$ cat config.mk
export PLATFORM = sky130hd
export DESIGN_NAME = pc_gen
export DESIGN_NICKNAME = d
export VERILOG_FILES = /design/src/rtl/pc_gen.sv
export SDC_FILE = /design/constraint.sdc
export NUM_CORES = 1
export LEC_CHECK = 0
export CAP_MARGIN = 20
export CORE_UTILIZATION = 53
export CTS_BUF_LIST = sky130_fd_sc_hd__clkbuf_2 sky130_fd_sc_hd__clkbuf_4 sky130_fd_sc_hd__clkbuf_8
export CTS_CLUSTER_SIZE = 30
export DETAILED_ROUTE_END_ITERATION = 16
export HOLD_SLACK_MARGIN = 0.02
export PLACE_DENSITY = 0.83
export RECOVER_POWER = 100
export SKIP_LAST_GASP = 1
export SLEW_MARGIN = 20
export SYNTH_ARGS = -nofsm -noshare
export SYNTH_HDL_FRONTEND = slang
export SYNTH_SLANG_ARGS = --single-unit
$ cat constraint.sdc
create_clock -name clk -period 3.1 [get_ports clk]
set_input_delay 0.465 -clock clk [delete_from_list [all_inputs] [get_ports clk]]
set_output_delay 0.465 -clock clk [all_outputs]
set_load 0.005 [all_outputs]
$ cat src/rtl/pc_gen.sv
`default_nettype none
// ============================================================================
//  Module   : pc_gen
//  Purpose  : RV32I front-end fetch-address generator. Holds the fetch PC and
//             issues it through a valid/ready request, with stall support,
//             branch/jump redirects (buffered while a request is outstanding),
//             misaligned-target trapping and an epoch tag for wrong-path drop.
//  Ports    : clk, rst            - clock, synchronous active-high reset
//             i_stall             - downstream back-pressure, withdraws request
//             i_fetch_ready       - fetch accepts the request this cycle
//             i_redirect_valid    - redirect taken this cycle
//             i_redirect_target   - redirect destination
//             o_pc / o_pc_valid   - fetch request address / valid
//             o_pc_epoch          - epoch tag travelling with o_pc
//             o_exc_valid         - one-cycle misaligned-target pulse
//             o_exc_tval          - offending target of the last exception
//  Revision : 1.0 - initial release
// ============================================================================
module pc_gen #(
  parameter int               WIDTH       = 32,
  parameter logic [WIDTH-1:0] RESET_VEC   = 32'h0,
  parameter int               STEP        = 4,
  parameter int               IALIGN_BITS = 2,
  parameter logic [WIDTH-1:0] TRAP_VEC    = 32'h4
) (
  input  logic             clk,
  input  logic             rst,
  input  logic             i_stall,
  input  logic             i_fetch_ready,
  input  logic             i_redirect_valid,
  input  logic [WIDTH-1:0] i_redirect_target,
  output logic [WIDTH-1:0] o_pc,
  output logic             o_pc_valid,
  output logic             o_pc_epoch,
  output logic             o_exc_valid,
  output logic [WIDTH-1:0] o_exc_tval
);

  localparam logic [WIDTH-1:0] c_step = WIDTH'(STEP);

  logic             r_run;
  logic [WIDTH-1:0] r_pc;
  logic             r_epoch;
  logic             r_pend_valid;
  logic [WIDTH-1:0] r_pend_target;
  logic             r_exc_valid;
  logic [WIDTH-1:0] r_exc_tval;

  logic             w_pc_valid;
  logic             w_acc;
  logic             w_outst;
  logic             w_tgt_ok;
  logic [WIDTH-1:0] w_eff;

  assign w_pc_valid = r_run & ~i_stall;
  assign w_acc      = w_pc_valid &  i_fetch_ready;
  // While a request is outstanding the presented pc/epoch must stay stable,
  // so redirects arriving then are parked in the pending buffer.
  assign w_outst    = w_pc_valid & ~i_fetch_ready;

  assign w_tgt_ok   = (i_redirect_target[IALIGN_BITS-1:0] == '0);
  assign w_eff      = w_tgt_ok ? i_redirect_target : TRAP_VEC;

  always_ff @(posedge clk) begin
    if (rst) begin
      r_run         <= 1'b0;
      r_pc          <= RESET_VEC;
      r_epoch       <= 1'b0;
      r_pend_valid  <= 1'b0;
      r_pend_target <= '0;
      r_exc_valid   <= 1'b0;
      r_exc_tval    <= '0;
    end else begin
      r_run <= 1'b1;

      // Exception is raised as soon as the redirect is seen, even if pended.
      r_exc_valid <= i_redirect_valid & ~w_tgt_ok;
      if (i_redirect_valid && !w_tgt_ok) begin
        r_exc_tval <= i_redirect_target;
      end

      if (i_redirect_valid && !w_outst) begin
        r_pc         <= w_eff;
        r_epoch      <= ~r_epoch;
        r_pend_valid <= 1'b0;
      end else if (i_redirect_valid) begin
        // Latest redirect wins; earlier pending targets are overwritten.
        r_pend_valid  <= 1'b1;
        r_pend_target <= w_eff;
      end else if (w_acc && r_pend_valid) begin
        // The request accepted this cycle carries the old epoch and is dropped.
        r_pc         <= r_pend_target;
        r_epoch      <= ~r_epoch;
        r_pend_valid <= 1'b0;
      end else if (w_acc) begin
        r_pc <= r_pc + c_step;
      end
    end
  end

  assign o_pc        = r_pc;
  assign o_pc_valid  = w_pc_valid;
  assign o_pc_epoch  = r_epoch;
  assign o_exc_valid = r_exc_valid;
  assign o_exc_tval  = r_exc_tval;

endmodule
`default_nettype wire
==> impl_metrics.toml <==
[timing]
postLayoutSetupSlackWorst_ps = 335
rsz0062_at_grt = "false"
maxSlewViolCount = 0
fmax_ghz = 0.362
fin_skew_ps = 14.6
finalSetupTns_ps = 0
hold_viol_final = 0
relSlewSlack = 0.0677
finalSetupViolCount = 0
tightest_slew_ps = 1400
finalCriticalPeriod_ps = 2770
fin_crit_sh = 0.892

[detailed_routing]
drtPass1Iterations = 5
totalWireLength_um = 15200
wl_per_cell_um = 18.3
drc = 0
dr.first_iter.drc_count = 536
routed_via_density = 6.20
drtAntennaViolNets = 0
vias = 5165

[clock_tree]
cts_root_buf = "clkbuf_8"
cts_tree = "done"
htree_levels = 3
post_cts.repair.setup_buffers = 0
cts.path.max_buffers = 2
cts_resized = 0
cts_made_buffers = 9
path_clk_slew_ps = 110
ctsHoldBuffers = 0
numClockSinks = 100
clkLatencyLatePin_ps = 390

[global_routing]
busiest_layer = "met2"
grt_pass1_wl_um = 24300
grtUsageMet2 = 0.469
overflow = 0
grt_pass1_vias = 4612
antenna_found_initial = 0
grt_use_met3 = 0.0820
globalRouteTotalUtil = 0.322
grt_max_degree = 62
use_met1 = 0.466

[power_and_ir_drop]
switching_share = 0.296
comb_power_share = 0.158
power_density_nw_per_um2 = 431
ir_worst_vdd_uv = 310
power_frac_clock = 0.313
power.total_w = 0.00263
p_leak_nw = 2.26
seq_power_share = 0.529
p_switching_w = 0.000779
internal_power_w = 0.00185

[setup_path]
cp_cell_sequence = "dlygate4sd3_1, nor2_1, clkbuf_1, nand2_1, a21oi_1, a41o_1, a22o_1"
worstSetupPathType = "input port to flip-flop"
start_kind = "input port"
worstReg2RegStart = "o_pc[2]"
r2r_slack_ps = 460
cp.required_ps = 3430
critPathBufInv = 2
cp_slowest_cell = "clkbuf_1"
r2r_end = "o_pc[26]"
arrival_ps = 3100
cp_slowest_stage_delay_ps = 730
critPathLaunch = "i_redirect_target[0]"
endpoint_kind = "flip-flop"
reg2regPathDepth = 6
cp_max_fo = 21
path_delay_family = "buffers and inverters"

[placement]
place_ws_ps = 441
numPortBuffers = 103
dp_hpwl_um = 10900
dp.cells = 817
gp_congestion = 0.906

[final_layout]
syn_to_final_growth_pct = 26.4
final_core_util = 0.696
instances_no_fill = 833
n_antenna_cell = 0
layout-drive-gt1-share = 0.0579
nNetsFinal = 758

[logic_synthesis]
synth_nets = 674
synth_seq_cells = 100
netlist_instances = 636
ys_top_cells_by_area = "dfxtp_1 (41%), nand2_1 (11%), a21oi_1 (9.6%), nand3_1 (4.0%), clkbuf_1 (3.2%)"
synth-edff-count = 0
ys_warn_count = 0
ys_seq_area_frac = 0.415
synth_top_area_frac = 0.415
syn_area_sq_um = 4830
synth-async-reset-ratio = 0
synth_most_common_cell = "nand2_1"
yosysTopAreaCell = "dfxtp_1"
yosysUniqueCellTypes = 68
synthTopCellsByCount = "nand2_1 (138), dfxtp_1 (100), a21oi_1 (93)"
synth_ff_type = "dfxtp_1"
postSynthAreaPerCell_sq_um = 7.59

[hold_path]
hold_path_depth = 2
hp-class = "flip-flop to flip-flop"
hold_end = "o_exc_tval[9]"
worstHoldStart = "o_exc_tval[9]"

[floorplan]
core-area_sq_um = 8760
die_w_um = 97.4
initial_core_util = 0.551
std_cell_rows = 34
io_pins = 104
fp.dieArea_sq_um = 9490
dieHeight_um = 97.4

[run]
cap_viol_max_count = 0

[status]
outcome = "complete, no violations"
## final cells by class
type	instances	area (sq um)
tap	108	135
multi-input combinational	477	2580
timing repair buffer	123	1160
clock inverter	6	52.6
fill	755	2660
clock buffer	10	138
sequential	100	2000
inverter	9	33.8
## worst reg2reg max path, cell delays in order, from the launching register on
cell     delay [ps]
dfxtp_1         430
ha_1            250
nand3_2         160
or4_1           690
or4_1           470
or4_1           410
a31oi_1         170
## cells in the final DEF (no fill, tap or decap), types with 4 or more instances in the layout
cell and count:
nand2_1 138, dfxtp_1 100, a21oi_1 93, dlygate4sd3_1 69, nand3_1 39, nor2_1 35
clkdlybuf4s50_1 33, o21ai_0 21, buf_4 13, nor3_1 10, xnor2_1 10, clkbuf_8 10
inv_1 9, a31oi_1 9, nand4_1 8, nor4_1 8, clkbuf_1 7, a211oi_1 6
o22ai_1 6, and3_1 6, o211ai_1 5, o31ai_1 5, xor2_1 5, nor3b_1 4
or4_1 4, nand2b_1 4, a311oi_1 4
## power groups by stage
stage / Combinational, W / Clock, W / Sequential (W)
global route: 0.000446 / 0.000891 / 0.00140
finish: 0.000415 / 0.000823 / 0.00139
CTS: 0.000430 / 0.000832 / 0.00139
detailed placement: 0.000428 / 0 / 0.00142
floorplan: 0.000197 / 0 / 0.00142
global placement: 0.000419 / 0 / 0.00142
## worst max path at each step
| stage | slack (ps) | cells past startpoint | to |
|---|---|---|---|
| final | 330 | 7 | o_pc[27] |
| after global routing | 250 | 7 | o_pc[28] |
| after CTS | 590 | 6 | o_pc[26] |
| after floorplan | 760 | 6 | o_pc[26] |
| after detailed placement | 440 | 6 | o_pc[26] |
| after global placement | 540 | 6 | o_pc[26] |
## registers in the layout, summed over array words and instances (netlist names)
signal,flops
o_pc,32
o_exc_tval,32
r_pend_target,32
r_pend_valid,1
o_pc_epoch,1
r_run,1
o_exc_valid,1
## stage by stage
stage / area (sq um) / hold WS [ps]
after floorplan: 4830 / 427
after global placement: 5940 / 440
after detailed placement: 5950 / 447
after CTS: 6140 / 461
after global routing: 6100 / 475
final: 6100 / 458
## cells by family (layout without fill, tap and decap cells)
kind of cell | count (synthesis) | in the layout | share of synthesized area
and+or+nand+nor | 279 | 279 | 0.272
xor gates and xnor gates | 15 | 15 | 0.0272
adders and majority gates | 1 | 1 | 0.00259
muxes | 4 | 4 | 0.00881
buffers and inverters | 59 | 148 | 0.0526
DFF | 100 | 100 | 0.415
AOI/OAI and AO/OA | 178 | 178 | 0.221
## layer usage
metal | part of all wire | routed length (um)
met5 | 0 | 0
met4 | 0.018 | 279
met1 | 0.43 | 6560
met3 | 0.11 | 1660
met2 | 0.44 | 6710
(Power assumes the default switching activity.)
